[src/rtl/reg_write_arbiter.sv]
// Round-robin arbiter sharing the register-file write port among NUM_REQ writeback requesters.
// Optional reservation scoreboard enabled by defining REGWR_SCOREBOARD_EN.
module reg_write_arbiter #(
    parameter int NUM_REQ = 3,
    parameter int DATA_W  = 32,
    parameter int ADDR_W  = 5,
    localparam int IDW    = $clog2(NUM_REQ)
) (
    input  logic                      clk,
    input  logic                      rst_n,
    input  logic [NUM_REQ-1:0]        req_valid,
    output logic [NUM_REQ-1:0]        req_ready,
    input  logic [NUM_REQ*ADDR_W-1:0] req_num,
    input  logic [NUM_REQ*DATA_W-1:0] req_data,
    input  logic                      wr_stall,
    output logic                      wr_en,
    output logic [ADDR_W-1:0]         wr_num,
    output logic [DATA_W-1:0]         wr_data,
`ifdef REGWR_SCOREBOARD_EN
    input  logic                      rsv_valid,
    input  logic [ADDR_W-1:0]         rsv_num,
    output logic [31:0]               busy,
`endif
    output logic [IDW-1:0]            grant_id
);

    logic [IDW-1:0]    rr_ptr_q, rr_ptr_d;
    logic              wr_en_q, wr_en_d;
    logic [ADDR_W-1:0] wr_num_q, wr_num_d;
    logic [DATA_W-1:0] wr_data_q, wr_data_d;
    logic [IDW-1:0]    grant_id_q, grant_id_d;

    logic [NUM_REQ-1:0] gnt_s;
    logic [IDW-1:0]     gnt_id_s;
    logic               xfer_s;
    logic [IDW:0]       scan_sum_s;
    logic [IDW-1:0]     scan_idx_s;
    logic [ADDR_W-1:0]  sel_num_s;
    logic [DATA_W-1:0]  sel_data_s;

    // Round-robin scan from rr_ptr; ready is gated by reset and stall so nothing is granted then.
    always_comb begin
        gnt_s      = {NUM_REQ{1'b0}};
        gnt_id_s   = {IDW{1'b0}};
        xfer_s     = 1'b0;
        scan_sum_s = {(IDW+1){1'b0}};
        scan_idx_s = {IDW{1'b0}};
        for (int k = 0; k < NUM_REQ; k++) begin
            scan_sum_s = {1'b0, rr_ptr_q} + (IDW+1)'(k);
            if (scan_sum_s >= (IDW+1)'(NUM_REQ)) begin
                scan_sum_s = scan_sum_s - (IDW+1)'(NUM_REQ);
            end else begin
                scan_sum_s = scan_sum_s;
            end
            scan_idx_s = scan_sum_s[IDW-1:0];
            if (!xfer_s && req_valid[scan_idx_s] && !wr_stall && rst_n) begin
                xfer_s   = 1'b1;
                gnt_id_s = scan_idx_s;
            end else begin
                xfer_s   = xfer_s;
            end
        end
        if (xfer_s) begin
            gnt_s[gnt_id_s] = 1'b1;
        end else begin
            gnt_s = {NUM_REQ{1'b0}};
        end
    end

    // Select the winning requester's index and data.
    always_comb begin
        sel_num_s  = {ADDR_W{1'b0}};
        sel_data_s = {DATA_W{1'b0}};
        for (int i = 0; i < NUM_REQ; i++) begin
            if (gnt_s[i]) begin
                sel_num_s  = req_num[i*ADDR_W +: ADDR_W];
                sel_data_s = req_data[i*DATA_W +: DATA_W];
            end else begin
                sel_num_s  = sel_num_s;
            end
        end
    end

    // Next state of pointer and output register; x0 writes are consumed without a write strobe.
    always_comb begin
        rr_ptr_d   = rr_ptr_q;
        wr_en_d    = 1'b0;
        wr_num_d   = wr_num_q;
        wr_data_d  = wr_data_q;
        grant_id_d = grant_id_q;
        if (xfer_s) begin
            if (gnt_id_s == IDW'(NUM_REQ - 1)) begin
                rr_ptr_d = {IDW{1'b0}};
            end else begin
                rr_ptr_d = gnt_id_s + {{(IDW-1){1'b0}}, 1'b1};
            end
            wr_en_d    = (sel_num_s != {ADDR_W{1'b0}});
            wr_num_d   = sel_num_s;
            wr_data_d  = sel_data_s;
            grant_id_d = gnt_id_s;
        end else begin
            wr_en_d = 1'b0;
        end
    end

    // Pointer and output register state.
    always_ff @(posedge clk or negedge rst_n) begin
        if (!rst_n) begin
            rr_ptr_q   <= {IDW{1'b0}};
            wr_en_q    <= 1'b0;
            wr_num_q   <= {ADDR_W{1'b0}};
            wr_data_q  <= {DATA_W{1'b0}};
            grant_id_q <= {IDW{1'b0}};
        end else begin
            rr_ptr_q   <= rr_ptr_d;
            wr_en_q    <= wr_en_d;
            wr_num_q   <= wr_num_d;
            wr_data_q  <= wr_data_d;
            grant_id_q <= grant_id_d;
        end
    end

    assign req_ready = gnt_s;
    assign wr_en     = wr_en_q;
    assign wr_num    = wr_num_q;
    assign wr_data   = wr_data_q;
    assign grant_id  = grant_id_q;

`ifdef REGWR_SCOREBOARD_EN
    logic [31:0] busy_q, busy_d;

    // A reservation on the same edge as the retiring write keeps the register busy.
    always_comb begin
        busy_d = busy_q;
        for (int r = 1; r < 32; r++) begin
            if (rsv_valid && (rsv_num == ADDR_W'(r))) begin
                busy_d[r] = 1'b1;
            end else if (xfer_s && (sel_num_s == ADDR_W'(r))) begin
                busy_d[r] = 1'b0;
            end else begin
                busy_d[r] = busy_q[r];
            end
        end
        busy_d[0] = 1'b0;
    end

    // Scoreboard state.
    always_ff @(posedge clk or negedge rst_n) begin
        if (!rst_n) begin
            busy_q <= 32'd0;
        end else begin
            busy_q <= busy_d;
        end
    end

    assign busy = busy_q;
`endif

endmodule

[config.mk]
export PLATFORM = sky130hd
export DESIGN_NAME = reg_write_arbiter
export DESIGN_NICKNAME = d
export VERILOG_FILES = /design/src/rtl/reg_write_arbiter.sv
export SDC_FILE = /design/constraint.sdc
export NUM_CORES = 1
export LEC_CHECK = 0
export ABC_AREA = 1
export BUFFER_PORTS_ARGS = -buffer_cell sky130_fd_sc_hd__buf_4
export CAP_MARGIN = 20
export CORE_UTILIZATION = 40
export CTS_BUF_LIST = sky130_fd_sc_hd__clkbuf_4 sky130_fd_sc_hd__clkbuf_8
export DETAILED_ROUTE_END_ITERATION = 8
export GPL_TIMING_DRIVEN = 0
export PLACE_DENSITY = 0.78
export RECOVER_POWER = 25
export SLEW_MARGIN = 20
export SYNTH_ARGS = -nofsm -noshare
export SYNTH_HDL_FRONTEND = slang
export SYNTH_SLANG_ARGS = --single-unit
[constraint.sdc]
create_clock -name clk -period 6.4 [get_ports clk]
set_input_delay 0 -clock clk [delete_from_list [all_inputs] [get_ports clk]]
set_output_delay 0 -clock clk [all_outputs]
set_load 0.02 [all_outputs]
==> run metrics <==
post-synth top area share 44.9%; Tmin final 2.93 ns; Final Hold Vio Count 0; clk_lat worst skew 0.29 ns; YS warnings 0; Pwr Density 486 mW/mm2; I/O Pins 160; leading area contributor after synthesis dfrtp_1; CTS tree built; Static Leak 2.25 nW; first-pass GRT wire length 14.2 mm; commonest non-fill, non-tap cell in the layout nand2_1; fmax 341 MHz; most frequent CP cell nand2_1; final period utilization 45.8%; number of max-cap violations 0; CP Capture Type register; Pins Over Slew Limit 0; CTS Buffer Depth 2; CORE AREA 0.00557 mm2; critical path, cell by cell dlygate4sd3_1 -> buf_4 -> inv_1 -> nor2_2 -> nand2_1 -> nor2_2 -> nand3_1 -> nand2_1 -> inv_1 -> nand2_4 -> buf_6 -> buf_2 -> nand2_1 -> nand4_1 -> dlygate4sd3_1; initial antenna violation count 0; post-synth design cell area 0.00234 mm2; Pre-antenna DRT Iters 5; Worst Hold Class in2reg; Worst path max stage delay 0.55 ns; fin nets 676; # DRC 0; number of global-route vias before repair 3290; setup TNS 0 ns; GRT Total Usage 29.4%; via/cell ratio 5.02; Max Fanout on Critical Path 43; Worst Tran Pin Value 0.560 ns; outcome completed; post-synthesis net count 443; largest net degree at the start of global routing 44; RSZ-0062 raised after global routing no; Worst Clk Skew 0.0126 ns; die area 0.00616 mm2; slowest stage cell, crit path dlygate4sd3_1; starting DRC count in detailed routing 185; GP Congestion 0.853; startpoint class of the critical path primary input; starting density of the core 42.0%; final setup vio count 0; hpwl dp 5.64 mm; worst path required time 6.63 ns; wire per inst 13.7 um; number of diodes 0; total CTS buffers 5; Post-Syn Instances 323; Row Count 27; Setup Crit Path Kind in2reg; relative max-transition margin 62.7%; die height 78.5 um; CP bufs+invs 7; Vias 3156; I/O Buffers 159; number of library cell types mapped by synthesis 21; layout cell share with drive strength beyond 1 34.3%; Antenna Nets Post-Route 0; Layout area overhead 87.6%; commonest non-fill, non-tap cells in the layout nand2_1 (178), buf_4 (161), dlygate4sd3_1 (67); #FFs+latches synth 42; Root Buffer clkbuf_8; Worst VDD drop 0.000297 V; Die Width 78.5 um; clock sink total 42; clock slew at reported path FFs 0.08 ns; post-synthesis sequential area ratio 44.9%; DRT Wirelength 8.63 mm; Top Family by Delay on Critical Path buffers and inverters; largest cells by area after synthesis dfrtp_1 (45%), nand2_1 (29%), nand4_1 (9.6%); Fin Hold WS 0.0258 ns; grt total ovfl 0; Post-CTS Repair Setup Buffers 0; Arr. time, crit path 3.16 ns; fill count 413; H-Tree Depth 2; Mean Syn Cell Area 7.24 um2
==> synth_stat cells <==
master,number
a21oi_1,1
buf_2,4
buf_4,2
buf_6,4
clkbuf_1,4
dfrtp_1,42
ha_1,3
inv_1,9
inv_2,5
nand2_1,178
nand2_4,2
nand3_1,15
nand3_2,1
nand4_1,36
nor2_1,5
nor2_2,5
nor2_4,1
o21ai_0,1
o22ai_1,1
or2_0,2
or2_1,2
==> per-stage QoR <==
| step | worst slack, ns | instances | cell area [um2] | power (mW) | util [%] |
|---|---|---|---|---|---|
| 2_1_floorplan | 4.40 | 323 | 2340 | 1.20 | - |
| 3_3_place_gp | 4.06 | 554 | 3620 | 1.61 | 65.0 |
| 3_5_place_dp | 4.04 | 554 | 3620 | 1.64 | 65.0 |
| 4_1_cts | 3.45 | 629 | 4390 | 2.11 | 78.7 |
| 5_1_grt | 3.16 | 629 | 4390 | 2.31 | 78.7 |
| 6_report | 3.47 | 629 | 4390 | 2.13 | 78.7 |
==> sequential cells by signal, summed over array words and instances (netlist names) <==
name      count
wr_data      32
wr_num        5
grant_id      2
rr_ptr_q      2
wr_en         1
==> cells by family after synthesis <==
logic type | share of synthesized area, %
simple gates | 46.5
flops | 44.9
buf+inv | 6.31
compound gates | 0.695
fa+ha+maj | 1.60
==> final timing paths <==
path	end	cells after the start	slack [ns]	from
max	wr_data[8]	15	3.47	rst_n
min	wr_num[3]	4	0.03	req_num[13]
max reg2reg	wr_data[8]	16	3.48	rr_ptr_q[0]
min reg2reg	wr_num[4]	2	0.49	wr_num[4]
max in group asynchronous	rr_ptr_q[1]	2	5.77	rst_n
min in group asynchronous	wr_data[29]	2	0.24	rst_n
==> where the power goes <==
group          internal, mW  switching [mW]
combinational         0.713           0.748
clock                0.0869          0.0975
sequential            0.410          0.0756
total                  1.21           0.921
==> what timing repair did <==
item                      CTS  global route
resized for setup           0             0
hold endpoints to repair   75             0
hold buffers               67             0
==> layout make-up <==
cell class | instances | area [um2] | share of cell area (%)
plain buffers | 14 | 95.1 | 2.17
clock buffers | 6 | 82.6 | 1.88
clock inverters | 2 | 12.5 | 0.285
inverters | 14 | 52.6 | 1.20
multi-input cells | 253 | 1140 | 26.0
flip-flops and latches | 42 | 1050 | 23.9
well taps | 72 | 90.1 | 2.05
repair buffers | 226 | 1860 | 42.5
==> layer usage <==
| metal | up-vias | track usage (%) | part of all wire (%) |
|---|---|---|---|
| met5 | - | 0 | 0 |
| met4 | 0 | 12.8 | 2.8 |
| met3 | 26 | 6.74 | 6.4 |
| met2 | 142 | 52.1 | 52 |
| met1 | 1482 | 33.7 | 39 |
| li1 | 1506 | - | - |
==> worst min-delay path, cell delays in order <==
cell and delay (ns):
buf_4 0.08, or2_1 0.09, nand2_1 0.06, nand2_1 0.05
No activity file was read; power rests on OpenSTA's default activity.
